**src/rtl/aes_sbox_pkg.sv**
```systemverilog
// Shared types and S-box functions for the AES byte-substitution path.
// Forward tables exist only when INV_SUBBYTES_FWD_EN is defined.
package aes_sbox_pkg;

  localparam int AES_STATE_BYTES = 16;

  typedef enum logic [1:0] {
    IDLE,
    RUN,
    DONE
  } sub_state_t;

  // GF(2^8) multiply modulo x^8+x^4+x^3+x+1
  function automatic logic [7:0] gf_mul(
    input logic [7:0] a,
    input logic [7:0] b
  );
    logic [7:0] p;
    logic [7:0] x;
    logic [7:0] y;
    p = '0;
    x = a;
    y = b;
    for (int i = 0; i < 8; i++) begin
      if (y[0]) p = p ^ x;
      if (x[7]) x = {x[6:0], 1'b0} ^ 8'h1b;
      else      x = {x[6:0], 1'b0};
      y = {1'b0, y[7:1]};
    end
    return p;
  endfunction

  // Multiplicative inverse as a^254; maps 0 to 0
  function automatic logic [7:0] gf_inv(input logic [7:0] a);
    logic [7:0] sq;
    logic [7:0] r;
    sq = a;
    r  = 8'h01;
    for (int k = 1; k < 8; k++) begin
      sq = gf_mul(sq, sq);
      r  = gf_mul(r, sq);
    end
    return r;
  endfunction

  function automatic logic [7:0] inv_sbox(input logic [7:0] s);
    logic [7:0] b;
    b = {s[6:0], s[7]}
      ^ {s[4:0], s[7:5]}
      ^ {s[1:0], s[7:2]}
      ^ 8'h05;
    return gf_inv(b);
  endfunction

`ifdef INV_SUBBYTES_FWD_EN
  function automatic logic [7:0] fwd_sbox(input logic [7:0] a);
    logic [7:0] b;
    b = gf_inv(a);
    return b
      ^ {b[6:0], b[7]}
      ^ {b[5:0], b[7:6]}
      ^ {b[4:0], b[7:5]}
      ^ {b[3:0], b[7:4]}
      ^ 8'h63;
  endfunction
`endif

endpackage

```
**src/rtl/inv_sbox_bank.sv**
```systemverilog
// Combinational bank of LANES byte lookups.
// Adds a per-lane forward/inverse mux when INV_SUBBYTES_FWD_EN is defined.
module inv_sbox_bank
  import aes_sbox_pkg::*;
#(
  parameter int LANES = 4
) (
  input  logic [LANES*8-1:0] i_Bytes,
`ifdef INV_SUBBYTES_FWD_EN
  input  logic               i_Mode,
`endif
  output logic [LANES*8-1:0] o_Bytes
);

  // Independent lookup per lane
  always_comb begin
    o_Bytes = '0;
    for (int l = 0; l < LANES; l++) begin
`ifdef INV_SUBBYTES_FWD_EN
      if (i_Mode)
        o_Bytes[l*8 +: 8] = fwd_sbox(i_Bytes[l*8 +: 8]);
      else
        o_Bytes[l*8 +: 8] = inv_sbox(i_Bytes[l*8 +: 8]);
`else
      o_Bytes[l*8 +: 8] = inv_sbox(i_Bytes[l*8 +: 8]);
`endif
    end
  end

endmodule

```
**src/rtl/inv_subbytes_seq.sv**
```systemverilog
// InvSubBytes sequencer: LANES bytes substituted per cycle in place.
// INV_SUBBYTES_FWD_EN adds i_Mode to select the forward S-box.
module inv_subbytes_seq
  import aes_sbox_pkg::*;
#(
  parameter int LANES = 4
) (
  input  logic         i_Clk,
  input  logic         i_Rst,
  input  logic         i_Valid,
  output logic         o_Ready,
  input  logic [127:0] i_State,
`ifdef INV_SUBBYTES_FWD_EN
  input  logic         i_Mode,
`endif
  output logic         o_Valid,
  input  logic         i_Ready,
  output logic [127:0] o_State,
  output logic         o_Busy
);

  localparam int N  = AES_STATE_BYTES / LANES;
  localparam int CW = (N > 1) ? $clog2(N) : 1;
  localparam int W  = LANES * 8;
  localparam logic [CW-1:0] LAST = CW'(N - 1);

  if (!(LANES == 1 || LANES == 2 || LANES == 4 ||
        LANES == 8 || LANES == 16)) begin : g_bad_lanes
    $error("LANES must be 1, 2, 4, 8 or 16");
  end

  sub_state_t   state;
  sub_state_t   state_nxt;
  logic [CW-1:0] cnt;
  logic [127:0] work;
  logic [127:0] work_nxt;
  logic [W-1:0] lane_in;
  logic [W-1:0] lane_out;
`ifdef INV_SUBBYTES_FWD_EN
  logic         mode_q;
`endif

  // FSM state register
  always_ff @(posedge i_Clk) begin
    if (i_Rst) state <= IDLE;
    else       state <= state_nxt;
  end

  // Next-state logic
  always_comb begin
    state_nxt = state;
    unique case (state)
      IDLE:    if (i_Valid)      state_nxt = RUN;
      RUN:     if (cnt == LAST)  state_nxt = DONE;
      DONE:    if (i_Ready)      state_nxt = IDLE;
      default:                   state_nxt = IDLE;
    endcase
  end

  // Pick the current chunk and merge its substituted bytes back
  always_comb begin
    lane_in  = '0;
    work_nxt = work;
    for (int c = 0; c < N; c++) begin
      if (cnt == CW'(c)) begin
        lane_in = work[127 - c*W -: W];
        work_nxt[127 - c*W -: W] = lane_out;
      end
    end
  end

  inv_sbox_bank #(
    .LANES (LANES)
  ) u_bank (
    .i_Bytes (lane_in),
`ifdef INV_SUBBYTES_FWD_EN
    .i_Mode  (mode_q),
`endif
    .o_Bytes (lane_out)
  );

  // Working register, chunk counter and captured mode
  always_ff @(posedge i_Clk) begin
    if (i_Rst) begin
      work   <= '0;
      cnt    <= '0;
`ifdef INV_SUBBYTES_FWD_EN
      mode_q <= 1'b0;
`endif
    end else begin
      unique case (state)
        IDLE: begin
          if (i_Valid) begin
            work   <= i_State;
            cnt    <= '0;
`ifdef INV_SUBBYTES_FWD_EN
            mode_q <= i_Mode;
`endif
          end
        end
        RUN: begin
          work <= work_nxt;
          if (cnt != LAST) cnt <= cnt + 1'b1;
        end
        default: ;
      endcase
    end
  end

  assign o_Ready = (state == IDLE);
  assign o_Valid = (state == DONE);
  assign o_Busy  = (state != IDLE);
  assign o_State = work;

endmodule

```
**config.mk**
```make
export PLATFORM = sky130hd
export DESIGN_NAME = inv_subbytes_seq
export DESIGN_NICKNAME = d
export VERILOG_FILES = /design/src/rtl/aes_sbox_pkg.sv /design/src/rtl/inv_sbox_bank.sv /design/src/rtl/inv_subbytes_seq.sv
export SDC_FILE = /design/constraint.sdc
export NUM_CORES = 2
export LEC_CHECK = 0
export CAP_MARGIN = 20
export CORE_UTILIZATION = 56
export DETAILED_ROUTE_END_ITERATION = 10
export PLACE_DENSITY = 0.83
export REMOVE_ABC_BUFFERS = 1
export SETUP_SLACK_MARGIN = 0.2
export SYNTH_ARGS = -nofsm -noshare
export SYNTH_HDL_FRONTEND = slang
export SYNTH_SLANG_ARGS = --single-unit
```
**constraint.sdc**
```tcl
create_clock -name i_Clk -period 18.6 [get_ports i_Clk]
set_clock_uncertainty 0.1 [all_clocks]
set_input_delay 1.86 -clock i_Clk [delete_from_list [all_inputs] [get_ports i_Clk]]
set_output_delay 1.86 -clock i_Clk [all_outputs]
set_load 0.005 [all_outputs]
```
=== Word-level counts from Yosys, hierarchy flattened ===
Cells that the tools add are included.

* Register bits: 132
* Bits of input ports: 132
* Output and inout port bits: 131
* Logic and storage cells: 1,627

* $add $sub $neg: 1
* Equality and inequality tests: 13
* Multiplexer cells: 829
* Bitwise gates (word level): 768
* Reduce and logical (&&, ||, !) cells: 10

{| class="wikitable"
|+ Operators by type and width
! kind !! number
|-
| two-way mux 8 bit || 420
|-
| bitwise XOR 8 bit || 372
|-
| two-way mux 5 bit || 368
|-
| inverter 4 bit || 364
|-
| two-way mux 32 bit || 8
|-
| one-hot mux 128 bit (2 select lines) || 1
|-
| two-way mux 128 bit || 1
|-
| two-way mux 7 bit || 4
|-
| inverter 1 bit, first input constant || 28
|-
| two-way mux 6 bit || 4
|-
| two-way mux 2 bit || 9
|-
| AND reduction 3 bit || 6
|-
| two-way mux 4 bit || 4
|-
| != test 2 bit, second input constant || 7
|-
| two-way mux 3 bit || 4
|-
| inverter 2 bit || 4
|-
| == test 2 bit, second input constant || 3
|-
| one-hot mux 2 bit (3 select lines) || 1
|-
| == test 2 x 1 -> 1 bit, second input constant || 2
|-
| logical NOT 2 bit || 2
|-
| two-way mux 1 bit || 4
|-
| one-hot mux 2 bit (2 select lines) || 1
|-
| nonzero test 2 bit || 2
|-
| adder 2 x 1 -> 2 bit, second input constant || 1
|-
| != test 2 x 1 -> 1 bit, second input constant || 1
|}

=== Logic depth before layout (Yosys ltp) ===
* Word-level depth: 137
* Mapped depth: 83
* Mapped depth without buffers: 70

=== Modules after synthesis ===
A second synthesis with hierarchy kept.

* Cell total of the unflattened synthesis: 9,122
* Area, all modules: 65,322.6 µm²

{| class="wikitable"
|+ Modules (own cells, without submodules)
! module !! instances !! cells an instance !! area an instance (µm²) !! sequential area each (µm²)
|-
| inv_sbox_bank || 1 || 8,361 || 58,612.5 || 0.0
|-
| inv_subbytes_seq || 1 || 761 || 6,710.2 || 2,642.5
|}

=== Worst setup path after synthesis ===
OpenSTA, ideal clock, no wires.

* Kind: flip-flop to flip-flop
* From: register cnt[0]
* To: register work[60], in the netlist o_State[60]
* Setup time: 0.095 ns
* Data arrival time: 17.217 ns
* Required time: 18.405 ns
* Path slack: 1.187 ns
* Cell stages (with the launch flop): 78
* Buffers on the path: 11
* Clock period less this slack: 17.413 ns
* Cell sequence: dfxtp_1 inv_1 ha_1 buf_2 buf_6 buf_6 a21oi_1 a21oi_4 xnor2_1 xor2_1 mux2i_1 ha_1 clkbuf_1 inv_1 nand3_1 a211oi_1 nor3b_1 xnor2_1 (+42 left out) o21ai_1 xnor2_1 mux2i_1 a21oi_1 mux2i_1 nand3_1 a32oi_1 nor2_1 xor2_1 xor2_1 inv_1 a221o_1 a221oi_1 xnor2_1 xnor2_1 xnor2_1 nand2_1 a221oi_1

* Longest elaborated chain between the ends: 133
* Elaborated cells on any way between the ends: 400
* Classes of those cells: eq/ne: 4; mux: 209; bitwise: 185; reduce/logical: 2

{| class="wikitable"
|+ RTL lines
! element !! RTL line !! RTL
|-
| from (decl) || inv_subbytes_seq.sv:34 || <nowiki>logic [CW-1:0] cnt;</nowiki>
|-
| from (signal assigned) || inv_subbytes_seq.sv:103 || <nowiki>if (cnt != LAST) cnt <= cnt + 1'b1;</nowiki>
|-
| logical NOT 2 bit || inv_subbytes_seq.sv:65 || <nowiki>if (cnt == CW'(c)) begin</nowiki>
|-
| two-way mux 32 bit (4 in series) || inv_subbytes_seq.sv:65 ||
|-
| bitwise XOR 8 bit || aes_sbox_pkg.sv:49 || <nowiki>^ {s[4:0], s[7:5]}</nowiki>
|-
| bitwise XOR 8 bit || aes_sbox_pkg.sv:50 || <nowiki>^ {s[1:0], s[7:2]}</nowiki>
|-
| inverter 2 bit (no source line) || - ||
|-
| two-way mux 8 bit || aes_sbox_pkg.sv:25 || <nowiki>if (y[0]) p = p ^ x;</nowiki>
|-
| bitwise XOR 8 bit || aes_sbox_pkg.sv:25 ||
|-
| two-way mux 8 bit || aes_sbox_pkg.sv:25 ||
|-
| (+114 left out) || - ||
|-
| bitwise XOR 8 bit || aes_sbox_pkg.sv:25 ||
|-
| two-way mux 8 bit || aes_sbox_pkg.sv:25 ||
|-
| bitwise XOR 8 bit || aes_sbox_pkg.sv:25 ||
|-
| two-way mux 8 bit || aes_sbox_pkg.sv:25 ||
|-
| bitwise XOR 8 bit || aes_sbox_pkg.sv:25 ||
|-
| two-way mux 8 bit || aes_sbox_pkg.sv:25 ||
|-
| two-way mux 32 bit || inv_subbytes_seq.sv:65 ||
|-
| one-hot mux 128 bit (2 select lines) || inv_subbytes_seq.sv:91 || <nowiki>unique case (state)</nowiki>
|-
| to (signal assigned) || inv_subbytes_seq.sv:94 || <nowiki>work <= i_State;</nowiki>
|-
| to (signal assigned) || inv_subbytes_seq.sv:102 || <nowiki>work <= work_nxt;</nowiki>
|-
| to (decl) || inv_subbytes_seq.sv:35 || <nowiki>logic [127:0] work;</nowiki>
|}

Parallel ways exist; a longest one is shown, timed or not. The select of a mux whose other input is x is not followed.
A chain may end at the register's enable or synchronous reset.

=== Final worst setup path ===
* From: register cnt[0]
* To: register work[5], in the netlist o_State[5]

* Longest elaborated chain between the ends: 132
* Elaborated cells on any way between the ends: 398
* Classes of those cells: eq/ne: 4; mux: 208; bitwise: 184; reduce/logical: 2

{| class="wikitable"
|+ RTL lines
! element !! RTL line
|-
| logical NOT 2 bit || inv_subbytes_seq.sv:65
|-
| two-way mux 32 bit (4 in series) || inv_subbytes_seq.sv:65
|-
| bitwise XOR 8 bit || aes_sbox_pkg.sv:49
|-
| bitwise XOR 8 bit || aes_sbox_pkg.sv:50
|-
| inverter 2 bit (no source line) || -
|-
| two-way mux 8 bit || aes_sbox_pkg.sv:25
|-
| bitwise XOR 8 bit || aes_sbox_pkg.sv:25
|-
| two-way mux 8 bit || aes_sbox_pkg.sv:25
|-
| (+113 left out) || -
|-
| bitwise XOR 8 bit || aes_sbox_pkg.sv:25
|-
| two-way mux 8 bit || aes_sbox_pkg.sv:25
|-
| bitwise XOR 8 bit || aes_sbox_pkg.sv:25
|-
| two-way mux 8 bit || aes_sbox_pkg.sv:25
|-
| bitwise XOR 8 bit || aes_sbox_pkg.sv:25
|-
| two-way mux 8 bit || aes_sbox_pkg.sv:25
|-
| two-way mux 32 bit || inv_subbytes_seq.sv:65
|-
| one-hot mux 128 bit (2 select lines) || inv_subbytes_seq.sv:91
|}

Parallel ways exist; a longest one is shown, timed or not. The select of a mux whose other input is x is not followed.

==> results.toml <==
[clocking]
clock_latency_ps = 490
cts_tree = "done"
clockBufferDepth = 2
clk_pin_slew_ps = 70
cts_sinks = 132
postCtsHoldBufs = 0
cts.htree.levels = 4
cts-root-buf = "clkbuf_16"
cts_buffers = 17

[sta]
tightest_slew_ps = 1310
setup_ws_ps = 747
rsz0062_at_grt = "true"
relSlewSlack_pct = 11.9
hold_viol = 0
fin_tns_setup_ps = 0
setup_viol = 0
period_share_pct = 96.0
maxSlewViolCount = 0
max_clock_freq_mhz = 56.0
layout_min_cycle_time_ps = 17850

[floorplan]
ios = 263
initial_core_util_pct = 56.6
die_area_um2 = 121000
rows = 126
die_w_um = 348
fp.coreArea_um2 = 118000
die_y_um = 348

[route]
first_pass_iters = 9
postRouteAntennaNets = 0
routed_wl_mm = 239
drt_iter0_drc = 8703
num_vias = 71200
wl_per_cell_um = 21.7
drc = 0
viasPerCell = 6.48

[grt]
grt_pass1_wl_mm = 370
grt_start_max_net_pins = 76
grt_pass1_vias = 65100
grt.total_usage_pct = 37.3
antenna_found_initial = 6
overflow = 0

[layout]
fillers = 10500
layout-drive-gt1-share_pct = 11.6
area_growth_pct = 11.0
nets = 9614
layout.cells.non_filler = 11000

[worst_setup_path]
critPathMaxStageDelay_ps = 730
slowest_stage = "or4_1"
worstPathRequired_ps = 18880
setup.worst_path.end_class = "register"
critPathKind = "reg -> reg"
critPathLaunchType = "register"
crit_fanout = 30
crit_top_cell = "xnor2_1"
cp.arrival_ps = 18130

[placement]
dp_hpwl_mm = 177
portBuffers = 262
pre_cts_ws_ps = -577
placed_cells = 10900
gp_congestion = 1.05

[run_status]
outcome = "complete, no violations"

[logic_synthesis]
syn_inst = 9332
avgSynthCellArea_um2 = 7.18
yosys_warnings = 0
synth_seq_cells = 132
synth_edf_count = 0
synthTopCellsByArea = "xnor2_1 23%, nor2_1 7.7%, xnor3_1 7.2%, xor2_1 5.5%, nand2_1 4.7%"
syn-cell-area_um2 = 67000
synth_area_leader_cell = "xnor2_1"
synth_top_area_share_pct = 23.1
ys_seq_area_share_pct = 3.95
ys_top_cells_by_count = "1,765 x xnor2_1, 1,369 x nor2_1, 843 x nand2_1, 612 x a21oi_1, 417 x xor2_1"
synthFlopType = "dfxtp_1"
yosysMostFrequentCell = "xnor2_1"
postSynth.asyncResetShare_pct = 0
ys_types = 134

[job]
max_cap_violations = 0

[worst_hold_path]
hp-class = "reg -> reg"
## metrics by stage
| stage | utilization (%) | hold WS, ps | instance area [um^2] |
|---|---|---|---|
| after floorplan | - | 360 | 63900 |
| after global placement | 60.9 | 373 | 72000 |
| after detailed placement | 60.9 | 380 | 72100 |
| after CTS | 61.6 | 390 | 72800 |
| after global routing | 62.8 | 446 | 74300 |
| final | 62.8 | 412 | 74300 |
## logic make-up (layout without fill, tap and decap cells)
| logic type | count (synthesis) | count (layout) | synth area share (%) |
|---|---|---|---|
| and+or+nand+nor | 3248 | 3249 | 21.6 |
| AOI/OAI and AO/OA | 2213 | 2213 | 22.0 |
| muxes | 319 | 319 | 5.03 |
| adders and majority gates | 49 | 49 | 0.852 |
| other | 0 | 2 | 0 |
| DFF | 132 | 132 | 3.95 |
| xor gates and xnor gates | 2595 | 2596 | 41.3 |
| buffers and inverters | 776 | 905 | 5.23 |
## final cells by class
type                    instances  area [um^2]  area share (%)
multi-input cells            8426        62200            83.8
repair buffers                754         6470            8.71
flip-flops and latches        132         2640            3.56
well taps                    1536         1920            2.59
clock buffers                  19          453           0.610
inverters                     119          448           0.603
clock inverters                13          124           0.167
diodes                          2         5.00         0.00674
## cells in the final DEF, fill, tap and decap left out, drive strengths merged, types with 132 or more instances in the layout
master         netlist  layout
nand2              846     846
clkdlybuf4s50        0     261
mux2i              257     257
a211oi             198     198
xnor3              227     227
nor2              1377    1378
dfxtp              132     132
a21oi              626     626
nand3              239     239
o21ai              479     479
buf                268     493
xnor2             1897    1898
nor3               258     258
xor2               449     449
## registers in the layout (all words and copies together) (netlist names)
| register | flops |
|---|---|
| cnt | 2 |
| state | 2 |
| o_State | 128 |
## worst max-delay path: cells and delay by family, from the launching register on
family	cells	cell delay, ps
compound gates	7	1430
xor+xnor	25	8470
fa+ha+maj	3	1130
buf+inv	7	1390
flops	1	460
mux	2	520
simple gates	17	4170
## per-layer routing
| metal | GRT usage [%] | routed length [um] |
|---|---|---|
| met5 | 0 | 27 |
| met4 | 14.2 | 10000 |
| met3 | 8.39 | 27400 |
| met2 | 58.0 | 104000 |
| met1 | 50.1 | 97100 |
## path summary, 6_finish.rpt
| kind | to | slack [ps] | start | cells past startpoint |
|---|---|---|---|---|
| min reg2reg | o_State[6] | 410 | o_State[6] | 2 |
| max reg2reg | o_State[5] | 750 | cnt[0] | 61 |
| min | o_State[6] | 410 | o_State[6] | 2 |
| max | o_State[5] | 750 | cnt[0] | 61 |
## what timing repair did
item | in CTS | in global routing
buffers inserted | 3 | 64
gates resized for setup | 21 | 121
gates cloned | 0 | 2
setup endpoints to repair | 71 | 128
pin swaps | 3 | 33
Power is left out: the tool's default activity adds up to more than one toggle a clock period on the data nets, which glitch-free logic cannot reach.
